--- src/rtl/lsu_req.sv ---
// rtl/lsu_req.sv - load/store request sequencer between execute stage and data memory
// One operation in flight: accept, optional memory request/response, then present writeback bus.
module lsu_req #(
  parameter int ADDR_WIDTH = 5,
  parameter int DATA_WIDTH = 32
) (
  input  logic                               clk,
  input  logic                               rst,
  input  logic                               in_valid,
  output logic                               in_ready,
  input  logic [2:0]                         in_ld_type,
  input  logic [1:0]                         in_st_type,
  input  logic [31:0]                        in_addr,
  input  logic [DATA_WIDTH-1:0]              in_wdata,
  input  logic                               in_regW,
  input  logic [ADDR_WIDTH-1:0]              in_regAddr,
  input  logic [DATA_WIDTH-1:0]              in_regData,
  output logic                               mem_req_valid,
  input  logic                               mem_req_ready,
  output logic                               mem_req_wen,
  output logic [31:0]                        mem_req_addr,
  output logic [31:0]                        mem_req_wdata,
  output logic [3:0]                         mem_req_wstrb,
  input  logic                               mem_resp_valid,
  input  logic [31:0]                        mem_resp_rdata,
  output logic                               mem_resp_ready,
  output logic                               out_valid,
  input  logic                               out_ready,
  output logic [2*DATA_WIDTH+ADDR_WIDTH+7:0] out_bus,
  output logic                               out_misalign
);

  localparam logic [1:0] S_IDLE = 2'd0;
  localparam logic [1:0] S_REQ  = 2'd1;
  localparam logic [1:0] S_RESP = 2'd2;
  localparam logic [1:0] S_DONE = 2'd3;

  localparam logic [1:0] SZ_BYTE = 2'd0;
  localparam logic [1:0] SZ_HALF = 2'd1;
  localparam logic [1:0] SZ_WORD = 2'd2;

  logic [1:0]            state;
  logic [2:0]            ld_q;
  logic                  is_ld_q;
  logic                  is_st_q;
  logic                  mem_q;
  logic                  mis_q;
  logic [1:0]            sz_q;
  logic [31:0]           addr_q;
  logic [DATA_WIDTH-1:0] wdata_q;
  logic                  regw_q;
  logic [ADDR_WIDTH-1:0] rega_q;
  logic [DATA_WIDTH-1:0] regd_q;
  logic [DATA_WIDTH-1:0] rdata_q;

  logic       in_is_ld;
  logic       in_is_st;
  logic [1:0] in_sz;
  logic       in_mis;

  // A load wins over a simultaneous store; reserved load codes decode as no load.
  always_comb begin
    in_is_ld = (in_ld_type >= 3'd1) && (in_ld_type <= 3'd5);
    in_is_st = !in_is_ld && (in_st_type != 2'd0);
    in_sz    = SZ_WORD;
    if (in_is_ld) begin
      case (in_ld_type)
        3'd1, 3'd4: in_sz = SZ_BYTE;
        3'd2, 3'd5: in_sz = SZ_HALF;
        default:    in_sz = SZ_WORD;
      endcase
    end else begin
      case (in_st_type)
        2'd1:    in_sz = SZ_BYTE;
        2'd2:    in_sz = SZ_HALF;
        default: in_sz = SZ_WORD;
      endcase
    end
    in_mis = (in_is_ld || in_is_st) &&
             (((in_sz == SZ_HALF) && in_addr[0]) ||
              ((in_sz == SZ_WORD) && (in_addr[1:0] != 2'b00)));
  end

  always_ff @(posedge clk) begin
    if (!rst) begin
      state   <= S_IDLE;
      ld_q    <= '0;
      is_ld_q <= 1'b0;
      is_st_q <= 1'b0;
      mem_q   <= 1'b0;
      mis_q   <= 1'b0;
      sz_q    <= '0;
      addr_q  <= '0;
      wdata_q <= '0;
      regw_q  <= 1'b0;
      rega_q  <= '0;
      regd_q  <= '0;
      rdata_q <= '0;
    end else begin
      case (state)
        S_IDLE: begin
          if (in_valid) begin
            ld_q    <= in_is_ld ? in_ld_type : 3'd0;
            is_ld_q <= in_is_ld;
            is_st_q <= in_is_st;
            mem_q   <= (in_is_ld || in_is_st) && !in_mis;
            mis_q   <= in_mis;
            sz_q    <= in_sz;
            addr_q  <= in_addr;
            wdata_q <= in_wdata;
            regw_q  <= in_regW;
            rega_q  <= in_regAddr;
            regd_q  <= in_regData;
            rdata_q <= '0;
            state   <= ((in_is_ld || in_is_st) && !in_mis) ? S_REQ : S_DONE;
          end
        end
        S_REQ: begin
          if (mem_req_ready) state <= S_RESP;
        end
        S_RESP: begin
          if (mem_resp_valid) begin
            if (is_ld_q) rdata_q <= mem_resp_rdata;
            state <= S_DONE;
          end
        end
        default: begin
          if (out_ready) state <= S_IDLE;
        end
      endcase
    end
  end

  logic [3:0]  strobe;
  logic [31:0] wdata_rep;

  always_comb begin
    case (sz_q)
      SZ_BYTE: begin
        strobe    = 4'b0001 << addr_q[1:0];
        wdata_rep = {4{wdata_q[7:0]}};
      end
      SZ_HALF: begin
        strobe    = addr_q[1] ? 4'b1100 : 4'b0011;
        wdata_rep = {2{wdata_q[15:0]}};
      end
      default: begin
        strobe    = 4'b1111;
        wdata_rep = wdata_q;
      end
    endcase
  end

  assign in_ready       = (state == S_IDLE);
  assign mem_req_valid  = (state == S_REQ);
  assign mem_resp_ready = (state == S_RESP);
  assign out_valid      = (state == S_DONE);
  assign out_misalign   = (state == S_DONE) && mis_q;

  assign mem_req_addr   = {addr_q[31:2], 2'b00};
  assign mem_req_wen    = is_st_q;
  assign mem_req_wstrb  = is_st_q ? strobe : 4'b0000;
  assign mem_req_wdata  = is_st_q ? wdata_rep : 32'd0;

  assign out_bus = {ld_q, regw_q, rega_q, regd_q, (mem_q ? strobe : 4'b0000), rdata_q};

endmodule

--- config.mk ---
export PLATFORM = sky130hd
export DESIGN_NAME = lsu_req
export DESIGN_NICKNAME = d
export VERILOG_FILES = /design/src/rtl/lsu_req.sv
export SDC_FILE = /design/constraint.sdc
export NUM_CORES = 1
export LEC_CHECK = 0
export BUFFER_PORTS_ARGS = -buffer_cell sky130_fd_sc_hd__buf_2
export CORE_ASPECT_RATIO = 0.75
export CORE_MARGIN = 1
export CORE_UTILIZATION = 35
export DETAILED_ROUTE_END_ITERATION = 8
export SLEW_MARGIN = 20
export SYNTH_ARGS = -nofsm -noshare
export SYNTH_HDL_FRONTEND = slang
export SYNTH_SLANG_ARGS = --single-unit
--- constraint.sdc ---
create_clock -name clk -period 3.2 [get_ports clk]
set_input_delay 0.16 -clock clk [delete_from_list [all_inputs] [get_ports clk]]
set_output_delay 0.16 -clock clk [all_outputs]
set_load 0.02 [all_outputs]
==> impl_metrics.yaml <==
logic_synthesis:
  synth.mux.area_fraction: 0.0301
  yosysWarnings: 0
  netlist_area_um2: 6310
  synth-adder-area-share: 0.0119
  yosysSeqAreaShare: 0.460
  syn_area_per_cell_um2: 7.70
  synthSimpleGateAreaFrac: 0.252
  ys_ff_latch: 145
  async_flop_share: 0
  ys_types: 46
  synth_top_family_by_area: "simple AND/OR/NAND/NOR gates"
  synth-edff-count: 0
  synth_ff_type: "dfxtp_1"
  synth_cells: 820
  synth_compound_area_frac: 0.153
  post_synth_xor_area_fraction: 0.00139
run:
  cap_violations: 0
worst_setup_path:
  path_class: "flip-flop to primary output"
  crit_buf_inv: 1
  worst-path-max-fanout: 20
  timing.rr.start: "state[0]"
  endpoint: "mem_req_wdata[12]"
  crit_required_ns: 3.04
  cp.depth: 4
  slowest_delay_ns: 0.63
  r2r_end: "rdata_q[27]"
  cpLargestDelayFamily: "simple AND/OR/NAND/NOR gates"
  rr_worst_depth: 6
  cp_slowest_cell: "nor2_1"
  cp.arrival_ns: 2.27
  end_kind: "primary output"
  reg2reg_slack_ns: 0.94
  cp-start-kind: "flip-flop"
  critPathLaunch: "sz_q[0]"
  worstPathCellList: "nor2_1 -> nand2_1 -> a21boi_0 -> buf_2"
place:
  dpl.hpwl_mm: 12.4
  port_buffers: 293
  gp_congestion: 0.774
  place_area_um2: 7640
final_layout:
  final_common_cell: "buf_2"
  syn_to_final_growth_pct: 48.9
  finish.instance_area_um2: 9400
  most-common-layout-cells: "buf_2 (293), nand2_1 (262), dfxtp_1 (144), a21oi_1 (141), dlygate4sd3_1 (113)"
  layout-drive-gt1-share: 0.293
  final_nets: 1312
  n_antenna_cell: 0
clock_tree:
  cts_buffers: 17
  htree_levels: 4
  clock_sinks: 145
  clock_latency_ns: 0.42
  clockRootBuffer: "clkbuf_16"
  cts_tree: "done"
  path_clk_slew_ns: 0.06
  clockBufferDepth: 2
power_and_ir_drop:
  leakage_nw: 4.22
  power_density_nw_per_um2: 710
  total_power_w: 0.00667
  peakVddDrop_uv: 433
floorplanning:
  die_area_um2: 18600
  coreArea_um2: 17700
  rows: 42
  fp.dieW_um: 157
  boundaryPins: 296
  die_h_um: 118
  start_util: 0.357
sta:
  finClkSkew_ns: 0.00844
  finalSetupViolCount: 0
  finalCritPeriodShare: 0.759
  slew_viol_final: 0
  slew_headroom: 0.459
  finalSetupTns_ns: 0
  max_freq_mhz: 412
  fin_crit_ns: 2.43
  hold_ws_ns: 0.0214
  worstMarginPinSlew_ns: 0.811
  finalHoldViolCount: 0
  rsz0062_at_grt: "false"
route:
  first_pass_iters: 5
  drtAntennaViolNets: 0
  dr_total_vias: 6615
  drc: 0
  routed_wl_mm: 19.6
  avgRoutedWirePerCell_um: 13.9
  vias_per_cell: 4.67
  dr.first_iter.drc_count: 381
grt:
  grt_usage: 0.212
  grt-ovfl-total: 0
  antenna_found_initial: 0
  grt_max_degree: 58
  grt_pass1_wl_mm: 31.3
  grt_pass1_vias: 6478
worst_hold_path:
  hold_start: "mem_resp_rdata[30]"
  hold_path.class: "primary input to flip-flop"
run_status:
  outcome: "completed"
[worst min-delay path by stage]
stage          cells after the start           to
3_3_place_gp                       3   addr_q[11]
5_1_grt                            3  rdata_q[26]
3_5_place_dp                       3  wdata_q[14]
4_1_cts                            3  rdata_q[14]
6_report                           3  rdata_q[30]
2_1_floorplan                      2   addr_q[10]
[power by group]
group	switching, W	internal, W
logic	0.00152	0.000773
registers	0.000186	0.00209
clock network	0.000782	0.00133
total	0.00248	0.00419
[cell usage after synthesis, types with 5 or more instances]
cell type    n  area [um^2]
o21ai_0     19         95.1
dfxtp_1    145         2900
buf_2       21          105
nand2_1    263          987
a21oi_1    141          706
mux2i_1     19          190
nor2_1      11         41.3
nor2b_1     18          113
nand3_1     35          175
clkbuf_1    36          135
buf_4       33          248
a21boi_0     8         60.1
inv_1        7         26.3
ha_1         6         75.1
buf_6        5         56.3
and2_1      21          131
[through the flow]
step | utilization | worst slack (ns) | instances
2_1_floorplan | - | 1.31 | 821
3_3_place_gp | 0.433 | 0.836 | 1271
3_5_place_dp | 0.433 | 0.694 | 1271
4_1_cts | 0.532 | 0.669 | 1415
5_1_grt | 0.532 | 0.638 | 1415
6_report | 0.532 | 0.770 | 1415
[state kept, by name, summed over array words and instances (netlist names)]
name	flops
ld_q	3
mem_req_wen	1
state	2
rega_q	5
rdata_q	32
mem_q	1
sz_q	2
regd_q	32
is_ld_q	1
addr_q	32
wdata_q	32
regw_q	1
mis_q	1
[metal layers]
metal  global-route usage  wire (um)  part of all wire  vias up
li1                     -          -                 -     3337
met1                0.263       8750              0.45     3002
met2                0.343       9130              0.46      237
met4               0.0819        414             0.021        0
met3               0.0631       1360             0.069       39
met5                    0          0                 0        -
[final cells by class]
| type | instances | area (um^2) |
|---|---|---|
| fillers | 1657 | 8260 |
| flip-flops and latches | 145 | 2900 |
| clock inverters | 12 | 181 |
| multi-input cells | 573 | 2850 |
| well taps | 242 | 303 |
| repair buffers | 416 | 2690 |
| clock buffers | 19 | 443 |
| inverters | 8 | 32.5 |
[kinds of logic after synthesis]
family,count (synthesis)
AOI/OAI and AO/OA,180
xor gates and xnor gates,1
adders and majority gates,6
buffers and inverters,103
DFF,145
muxes,19
other,1
and+or+nand+nor,365
[tightest hold or removal path, stage by stage]
cell     delay [ns]
buf_2          0.10
nand3_1        0.07
a21oi_1        0.06
[what timing repair did]
action | in CTS | in global routing
setup buffers | 0 | 0
setup endpoints to repair | 0 | 0
hold endpoints to repair | 113 | 0
hold buffers | 113 | 0
resized for setup | 0 | 0
Power figures use the tool's default switching activity.
